File: config.mk
export PLATFORM = sky130hd
export DESIGN_NAME = cd_rx_frame_ctrl_flat
export DESIGN_NICKNAME = d
export VERILOG_FILES = /design/src/rtl/cd_rx_frame_ctrl_if.sv /design/src/rtl/cd_rx_frame_ctrl.sv /design/src/flat_wrapper.sv
export SDC_FILE = /design/constraint.sdc
export NUM_CORES = 1
export LEC_CHECK = 0
export BUFFER_PORTS_ARGS = -buffer_cell sky130_fd_sc_hd__buf_2
export CORE_MARGIN = 4
export CORE_UTILIZATION = 54
export DETAILED_ROUTE_END_ITERATION = 8
export GPL_TIMING_DRIVEN = 0
export PLACE_DENSITY = 0.79
export SYNTH_ARGS = -nofsm -noshare
export SYNTH_HDL_FRONTEND = slang
export SYNTH_SLANG_ARGS = --single-unit
export TNS_END_PERCENT = 30
File: constraint.sdc
create_clock -name clk -period 3.77 [get_ports clk]
set_clock_uncertainty 0.1 [all_clocks]
set_input_delay 1.131 -clock clk [delete_from_list [all_inputs] [get_ports clk]]
set_output_delay 1.131 -clock clk [all_outputs]
set_load 0.1 [all_outputs]
File: src/rtl/cd_rx_frame_ctrl_if.sv
// Deserializer-side and buffer-RAM write signals of the receive frame controller.
// master drives the deserializer inputs; slave is the controller itself.
interface cd_rx_frame_ctrl_if #(
    parameter int unsigned IDX_W = 1
);
    logic             bus_idle;
    logic             rx_break;
    logic [7:0]       des_data;
    logic             des_data_clk;
    logic             crc_eq_zero;
    logic             force_wait_idle;
    logic             wr_en;
    logic [IDX_W+7:0] wr_addr;
    logic [7:0]       wr_data;

    modport master (
        output bus_idle, rx_break, des_data, des_data_clk, crc_eq_zero,
        input  force_wait_idle, wr_en, wr_addr, wr_data
    );

    modport slave (
        input  bus_idle, rx_break, des_data, des_data_clk, crc_eq_zero,
        output force_wait_idle, wr_en, wr_addr, wr_data
    );
endinterface

File: src/rtl/cd_rx_frame_ctrl.sv
// Receive frame controller: steers deserialized frames into a ring of 256-byte buffers,
// filters on destination, checks CRC, and queues good frames for the host.
module cd_rx_frame_ctrl #(
    parameter int unsigned IDX_W   = 1,
    parameter int unsigned MAX_LEN = 251
) (
    input  logic              clk,
    input  logic              reset,
    cd_rx_frame_ctrl_if.slave des,
    input  logic [7:0]        filter,
    input  logic              promisc,
    input  logic              abort,
    output logic              rx_pend,
    output logic [IDX_W-1:0]  rx_rd_idx,
    input  logic              rx_release,
    output logic [7:0]        lost_cnt,
    output logic [7:0]        crc_err_cnt,
    output logic [7:0]        frm_err_cnt,
    output logic [7:0]        break_cnt,
    input  logic              cnt_clr
);

    localparam int unsigned    NUM_BUF = 1 << IDX_W;
    localparam logic [IDX_W:0] NumBufW = NUM_BUF[IDX_W:0];
    localparam logic [7:0]     MaxLenW = MAX_LEN[7:0];

    typedef enum logic [1:0] {StWaitIdle, StIdle, StRecv, StDrop} state_e;

    state_e           state_q, state_d;
    logic [7:0]       byte_cnt_q, byte_cnt_d;
    logic [7:0]       len_q, len_d;
    logic [IDX_W-1:0] wr_idx_q, wr_idx_d;
    logic [IDX_W-1:0] rd_idx_q, rd_idx_d;
    logic [IDX_W:0]   pend_cnt_q, pend_cnt_d;
    logic             wr_en_q, wr_en_d;
    logic [IDX_W+7:0] wr_addr_q, wr_addr_d;
    logic [7:0]       wr_data_q, wr_data_d;
    logic             fwi_q, fwi_d;
    logic [7:0]       lost_q, crc_err_q, frm_err_q, break_q;
    logic             commit, release_ok;
    logic             inc_lost, inc_crc, inc_frm, inc_brk;

    always_comb begin
        state_d    = state_q;
        byte_cnt_d = byte_cnt_q;
        len_d      = len_q;
        wr_en_d    = 1'b0;
        wr_addr_d  = wr_addr_q;
        wr_data_d  = wr_data_q;
        fwi_d      = 1'b0;
        commit     = 1'b0;
        inc_lost   = 1'b0;
        inc_crc    = 1'b0;
        inc_frm    = 1'b0;
        inc_brk    = 1'b0;

        if (des.rx_break) begin
            inc_brk = 1'b1;
            state_d = StWaitIdle;
        end else begin
            unique case (state_q)
                StWaitIdle: begin
                    if (des.bus_idle) state_d = StIdle;
                end
                StIdle: begin
                    if (des.des_data_clk) begin
                        if (pend_cnt_q == NumBufW) begin
                            inc_lost = 1'b1;
                            state_d  = StDrop;
                        end else begin
                            wr_en_d    = 1'b1;
                            wr_addr_d  = {wr_idx_q, 8'd0};
                            wr_data_d  = des.des_data;
                            byte_cnt_d = 8'd1;
                            state_d    = StRecv;
                        end
                    end
                end
                StRecv: begin
                    if (abort) begin
                        fwi_d   = 1'b1;
                        state_d = StWaitIdle;
                    end else if (des.bus_idle) begin
                        inc_frm = 1'b1;
                        state_d = StIdle;
                    end else if (des.des_data_clk) begin
                        wr_en_d    = 1'b1;
                        wr_addr_d  = {wr_idx_q, byte_cnt_q};
                        wr_data_d  = des.des_data;
                        byte_cnt_d = byte_cnt_q + 8'd1;
                        if (byte_cnt_q == 8'd1) begin
                            if (!promisc && des.des_data != filter && des.des_data != 8'hFF) begin
                                state_d = StDrop;
                            end
                        end else if (byte_cnt_q == 8'd2) begin
                            len_d = des.des_data;
                            if (des.des_data > MaxLenW) begin
                                inc_frm = 1'b1;
                                fwi_d   = 1'b1;
                                state_d = StWaitIdle;
                            end
                        end else if ({1'b0, byte_cnt_q} == ({1'b0, len_q} + 9'd4)) begin
                            // Residue is only meaningful alongside the final CRC byte.
                            if (des.crc_eq_zero) commit  = 1'b1;
                            else                 inc_crc = 1'b1;
                            state_d = StWaitIdle;
                        end
                    end
                end
                StDrop: begin
                    if (abort) begin
                        fwi_d   = 1'b1;
                        state_d = StWaitIdle;
                    end else if (des.bus_idle) begin
                        state_d = StIdle;
                    end
                end
                default: state_d = StWaitIdle;
            endcase
        end
    end

    // Pending queue: commit pushes at wr_idx, release pops at rd_idx.
    always_comb begin
        release_ok = rx_release && (pend_cnt_q != '0);
        wr_idx_d   = commit ? wr_idx_q + 1'b1 : wr_idx_q;
        rd_idx_d   = release_ok ? rd_idx_q + 1'b1 : rd_idx_q;
        pend_cnt_d = pend_cnt_q;
        if (commit && !release_ok)      pend_cnt_d = pend_cnt_q + 1'b1;
        else if (!commit && release_ok) pend_cnt_d = pend_cnt_q - 1'b1;
    end

    always_ff @(posedge clk) begin
        if (reset) begin
            state_q    <= StWaitIdle;
            byte_cnt_q <= '0;
            len_q      <= '0;
            wr_idx_q   <= '0;
            rd_idx_q   <= '0;
            pend_cnt_q <= '0;
            wr_en_q    <= 1'b0;
            wr_addr_q  <= '0;
            wr_data_q  <= '0;
            fwi_q      <= 1'b0;
        end else begin
            state_q    <= state_d;
            byte_cnt_q <= byte_cnt_d;
            len_q      <= len_d;
            wr_idx_q   <= wr_idx_d;
            rd_idx_q   <= rd_idx_d;
            pend_cnt_q <= pend_cnt_d;
            wr_en_q    <= wr_en_d;
            wr_addr_q  <= wr_addr_d;
            wr_data_q  <= wr_data_d;
            fwi_q      <= fwi_d;
        end
    end

    // Saturating event counters; cnt_clr beats a same-cycle increment.
    always_ff @(posedge clk) begin
        if (reset || cnt_clr) begin
            lost_q    <= '0;
            crc_err_q <= '0;
            frm_err_q <= '0;
            break_q   <= '0;
        end else begin
            if (inc_lost && lost_q != 8'hFF)    lost_q    <= lost_q + 8'd1;
            if (inc_crc && crc_err_q != 8'hFF)  crc_err_q <= crc_err_q + 8'd1;
            if (inc_frm && frm_err_q != 8'hFF)  frm_err_q <= frm_err_q + 8'd1;
            if (inc_brk && break_q != 8'hFF)    break_q   <= break_q + 8'd1;
        end
    end

    assign des.wr_en           = wr_en_q;
    assign des.wr_addr         = wr_addr_q;
    assign des.wr_data         = wr_data_q;
    assign des.force_wait_idle = fwi_q;
    assign rx_pend             = (pend_cnt_q != '0);
    assign rx_rd_idx           = rd_idx_q;
    assign lost_cnt            = lost_q;
    assign crc_err_cnt         = crc_err_q;
    assign frm_err_cnt         = frm_err_q;
    assign break_cnt           = break_q;

endmodule

File: src/flat_wrapper.sv
// flat-port wrapper written by rule: the top's interface ports become plain ports
module cd_rx_frame_ctrl_flat 
#(
    parameter int unsigned IDX_W   = 1,
    parameter int unsigned MAX_LEN = 251
)
  (clk, reset, filter, promisc, abort, rx_pend, rx_rd_idx, rx_release, lost_cnt, crc_err_cnt, frm_err_cnt, break_cnt, cnt_clr, des_bus_idle, des_rx_break, des_des_data, des_des_data_clk, des_crc_eq_zero, des_force_wait_idle, des_wr_en, des_wr_addr, des_wr_data);
  cd_rx_frame_ctrl_if #(.IDX_W(IDX_W)) des_i ();
  input  logic clk;
  input  logic reset;
  input  logic [7:0] filter;
  input  logic promisc;
  input  logic abort;
  output logic rx_pend;
  output logic [IDX_W-1:0] rx_rd_idx;
  input  logic rx_release;
  output logic [7:0] lost_cnt;
  output logic [7:0] crc_err_cnt;
  output logic [7:0] frm_err_cnt;
  output logic [7:0] break_cnt;
  input  logic cnt_clr;
  input wire logic [$bits(des_i.bus_idle)-1:0] des_bus_idle;
  input wire logic [$bits(des_i.rx_break)-1:0] des_rx_break;
  input wire logic [$bits(des_i.des_data)-1:0] des_des_data;
  input wire logic [$bits(des_i.des_data_clk)-1:0] des_des_data_clk;
  input wire logic [$bits(des_i.crc_eq_zero)-1:0] des_crc_eq_zero;
  output wire logic [$bits(des_i.force_wait_idle)-1:0] des_force_wait_idle;
  output wire logic [$bits(des_i.wr_en)-1:0] des_wr_en;
  output wire logic [$bits(des_i.wr_addr)-1:0] des_wr_addr;
  output wire logic [$bits(des_i.wr_data)-1:0] des_wr_data;
  assign des_i.bus_idle = des_bus_idle;
  assign des_i.rx_break = des_rx_break;
  assign des_i.des_data = des_des_data;
  assign des_i.des_data_clk = des_des_data_clk;
  assign des_i.crc_eq_zero = des_crc_eq_zero;
  assign des_force_wait_idle = des_i.force_wait_idle;
  assign des_wr_en = des_i.wr_en;
  assign des_wr_addr = des_i.wr_addr;
  assign des_wr_data = des_i.wr_data;
  cd_rx_frame_ctrl #(.IDX_W(IDX_W), .MAX_LEN(MAX_LEN)) u_core (.clk(clk), .reset(reset), .des(des_i), .filter(filter), .promisc(promisc), .abort(abort), .rx_pend(rx_pend), .rx_rd_idx(rx_rd_idx), .rx_release(rx_release), .lost_cnt(lost_cnt), .crc_err_cnt(crc_err_cnt), .frm_err_cnt(frm_err_cnt), .break_cnt(break_cnt), .cnt_clr(cnt_clr));
endmodule
After elaboration in Yosys (flattened, before gate mapping)
Index checks and enable logic that the tools add are counted.
{ "classes": {"n_addsub": 10, "order_cmp": 1, "eq_ne": 22, "muxes": 74, "bitwise": 4, "reduce_logical": 21} }
{ "op_table": {"columns": ["operator", "n"], "rows": [
  ["$mux W8", 10],
  ["$mux W9", 5],
  ["$add A8 B1 Y8 const B", 5],
  ["$mux W1", 40],
  ["$ne A8 B8 Y1 const B", 5],
  ["$pmux W8 S2", 2],
  ["$mux W2", 13],
  ["$pmux W9 S2", 1],
  ["$reduce_and A7 Y1", 2],
  ["$ne A2 B2 Y1 const B", 5],
  ["$add A8 B3 Y9 const B", 1],
  ["$eq A8 B9 Y1", 1],
  ["$logic_and A1 B1 Y1", 9],
  ["$eq A8 B1 Y1 const B", 1],
  ["$eq A8 B2 Y1 const B", 1],
  ["$gt A8 B8 Y1 const B", 1],
  ["$ne A8 B8 Y1", 1],
  ["$pmux W2 S4", 1],
  ["$eq A2 B2 Y1 const B", 3],
  ["$ne A6 B3 Y1 const B", 1],
  ["$ne A6 B5 Y1 const B", 1],
  ["$reduce_bool A2 Y1", 3],
  ["$ne A5 B5 Y1 const B", 1],
  ["$reduce_and A5 Y1", 1],
  ["11 further kinds", 18]
]} }
{ "word_totals": {"reg_bits": 73, "inputBits": 26, "word_cells": 146} }

Depth between registers and ports, before layout
{ "depth": {"depth_word": 14, "depth_mapped": 10} }

Worst setup path after synthesis
No wires, ideal clock.
{ "synth_timing": {"path_type": "input to register", "from": "input port abort", "to": "register u_core.pend_cnt_q[1]", "t_arrival_ps": 2921, "t_required_ps": 3600, "slack_ps": 678, "path_stages": 7, "n_path_buf": 0, "path_cell_list": "or3b_1 > a31oi_1 > nand3_1 > nor4_1 > ha_1 > or3_1 > a21oi_1"} }
{ "synth_via": {"elab_chain_len": 6} }
{ "synth_rtl": {"columns": ["element", "line", "text"], "rows": [
  ["from (decl)", "flat_wrapper.sv:13", "input logic abort;"],
  ["$mux W1 *", "cd_rx_frame_ctrl.sv:80", "if (abort) begin"],
  ["$mux W1 *", "cd_rx_frame_ctrl.sv:61", "unique case (state_q)"],
  ["$mux W1 *", "cd_rx_frame_ctrl.sv:57", "if (des.rx_break) begin"],
  ["net u_core.commit", "cd_rx_frame_ctrl.sv:40", "logic commit, release_ok;"],
  ["$logic_not A1 Y1", "cd_rx_frame_ctrl.sv:130", "else if (!commit && release_ok) pend_cnt_d = pend_cnt_q - 1'b1;"],
  ["$logic_and A1 B1 Y1", "cd_rx_frame_ctrl.sv:130", null],
  ["$reduce_bool A2 Y1 (no line)", null, null],
  ["to (signal assigned)", "cd_rx_frame_ctrl.sv:151", "pend_cnt_q <= pend_cnt_d;"],
  ["to (decl)", "cd_rx_frame_ctrl.sv:34", "logic [IDX_W:0] pend_cnt_q, pend_cnt_d;"]
]} }
Mark *: on every way through the listed nets, which the timed path passes. The rest lies on a longest branch.
A chain may end at the register's enable or synchronous reset.

Final worst setup path
Ends and elaborated chain as after synthesis.

==> results.md <==
* Status: finished clean
* Main combinational cell family by area after synthesis: simple AND/OR/NAND/NOR gates
* Required time of the critical path at 3950 ps
* RSZ-0062 raised after global routing: false
* Final period utilization at 91.2%
* Max-Slew Margin vs Limit at 41.5%
* Crit Path Class: in2reg
* Setup TNS at 0 ps
* CP cell instances: buf_2, or3b_1, a31oi_1, nand3_1, nor4_1, ha_1, or3_1, a21oi_1
* Max-cap viol count at 0
* IO Pins at 79
* Seq cells post-synth at 73
* Layout cells sized above 1 at 19.2%
* Mapped Cells at 436
* WHS at 361 ps
* Final Hold Vio Count at 0
* Core ar. at 6390 µm²
* Area growth, synth to finish at 19.1%
* Yosys cell types at 47
* CTS tree: done
* Die width at 89.4 µm
* HP Class: reg2reg
* Crit path largest cell delay at 680 ps
* Drt wl/cell at 13.8 µm
* Hold buffers post-CTS at 0
* CTS buffer count at 9
* First-pass GRT wire length at 13700 µm
* N_diodes at 0
* Sequential area share after synthesis at 40.8%
* Async S/R FF share, synth at 0%
* Die height at 89.4 µm
* Dominant cell type by area after synthesis: dfxtp_1
* Most used DFF post-synth: dfxtp_1
* CTS Buffer Depth at 2
* Overflow after GRT at 0
* Syn_area_per_cell at 8.22 µm²
* Clk pin slew, worst setup/hold paths at 80 ps
* Initial DRC count at 153
* Peak Freq at 0.291 GHz
* Fill cell count at 560
* Most common cell after layout, fill and taps aside: buf_2
* Synth Area in Adders at 4.54%
* Tmin final at 3440 ps
* Fin. max-slew vios at 0
* Largest net degree at the start of global routing at 13
* Post-synthesis simple-gate area fraction at 27.3%
* Yosys warning count at 0
* Worst EP arrival at 3620 ps
* Worst setup EP type: register
* Post-DRT Antenna Nets at 0
* Leak at 1.73 nW
* Post-cts resize count at 0
* XOR/XNOR Fraction of Synth Area at 10.5%
* Net count after synthesis at 475
* Final setup fails at 0
* Commonest non-fill, non-tap cells in the layout: buf_2 (80), dfxtp_1 (73), nand2_1 (65)
* DRT Pass-1 Iters at 5
* Design Power at 0.00148 W
* Postcts setup bufs at 0
* Mapped cell area at 3580 µm²
* Post-DR vias/cell at 5.53
* Vias in the first global route at 3047
* Startpoint Class: primary input
* GP Congestion at 0.863
* EDFF count, synth at 0
* Post-synthesis mux area share at 1.40%
* # DRC at 0
* Final WL at 8350 µm
* Worst vdd ir at 0.000257 V
* Share of the synthesized area in the top cell type at 40.8%
* Synth Area in Compound Gates at 12.5%
* Clock latency on the worst-skew pair at 350 ps
* Vias at 3354
* Clock sink count at 73
* Hpwl dp at 6280 µm
* Port buffer count at 78
* Initial antenna violation count at 0
* P per Cell Area at 347 nW/µm²
* Top cells by area, synth: dfxtp_1 (41%), nand2_1 (6.8%), xor2_1 (6.6%)
* Final #Nets at 564
* Critical path's slowest cell: nor4_1
* FP Rows at 29
* Die area at 8000 µm²
* Starting Density at 56.1%
* Max H-tree Level at 3
* Worst slew pin tran at 869 ps
* Clock Root Buffer: clkbuf_8
* Worst-path maximum fanout at 6
* Total GRT Usage at 21.9%
-- worst paths after layout --
kind	startpoint	end	slack, ps	cells past startpoint
worst max-delay path	abort	u_core.pend_cnt_q[1]$_SDFFE_PP0P_	330	8
worst min-delay path	u_core.des.wr_addr[5]$_SDFFE_PP0P_	u_core.des.wr_addr[5]$_SDFFE_PP0P_	360	2
worst max register to register	u_core.state_q[0]$_SDFFE_PP0P_	u_core.pend_cnt_q[1]$_SDFFE_PP0P_	450	9
worst min register to register	u_core.des.wr_addr[5]$_SDFFE_PP0P_	u_core.des.wr_addr[5]$_SDFFE_PP0P_	360	2
-- power breakdown --
part / switching, W / internal, W
sequential: 0.00000399 / 0.000774
combinational: 0.0000659 / 0.0000319
clock: 0.000284 / 0.000321
total: 0.000354 / 0.00113
-- through the flow --
step                cell area [µm²]  worst slack (ps)  instances  util (%)
floorplan                      3580               678        436         -
global placement               4070              67.3        591      63.7
detailed placement             4070              2.15        591      63.7
CTS                            4270               360        607      66.8
global route                   4270               266        607      66.8
finish                         4270               330        607      66.8
-- synthesized netlist by cell type (all sizes together), types with 2 or more instances --
cell	instances
xor2	27
or4	2
xnor2	16
mux2i	5
a31oi	2
and2	3
o21bai	2
nand2b	3
nor2b	5
or2	3
and4	2
buf	3
inv	11
a211oi	2
nor4	8
dfxtp	73
nor2	43
nand3b	2
nand3	19
o21a	2
a21o	3
and3	8
nor4b	2
or3	9
o21ai	13
a21oi	43
ha	13
clkbuf	12
o31ai	2
nand2	65
nand4	15
nor3	6
-- metal layers --
metal | wire length, µm | up-vias | GRT usage [%]
met1 | 3670 | 1553 | 26.4
li1 | - | 1692 | -
met5 | 0 | - | 0
met3 | 470 | 19 | 4.98
met4 | 174 | 0 | 9.20
met2 | 4040 | 90 | 37.3
-- kinds of logic (layout without fill, tap and decap cells) --
kind of cell,Yosys count,after routing
compound gates,77,77
buf+inv,26,120
xor+xnor,43,43
flops,73,73
simple gates,199,199
mux,5,5
fa+ha+maj,13,13
-- sequential cells by signal (all words and copies together), names as in the netlist --
register / cells
u_core.break_cnt: 8
u_core.des.wr_data: 8
u_core.lost_cnt: 8
u_core.state_q: 2
u_core.pend_cnt_q: 2
u_core.crc_err_cnt: 8
u_core.wr_idx_q: 1
u_core.len_q: 8
u_core.des.wr_en: 1
u_core.des.force_wait_idle: 1
u_core.rx_rd_idx: 1
u_core.byte_cnt_q: 8
u_core.des.wr_addr: 9
u_core.frm_err_cnt: 8
-- layout make-up --
class / count / area [µm²] / share of cell area (%)
timing repair buffer: 78 / 390 / 9.15
clock inverter: 5 / 55.1 / 1.29
multi-input combinational: 337 / 2010 / 47.2
buffer: 15 / 66.3 / 1.55
clock buffer: 11 / 141 / 3.31
tap: 77 / 96.3 / 2.26
sequential: 73 / 1460 / 34.3
inverter: 11 / 41.3 / 0.968
-- critical path, delay by kind of cell --
family                   cells  cell delay [ps]
AND/OR/NAND/NOR              4             1580
adder cells (fa/ha/maj)      1              400
AO/OA/AOI/OAI                2              370
buffers and inverters        1              130
No activity file was read; power rests on OpenSTA's default activity.
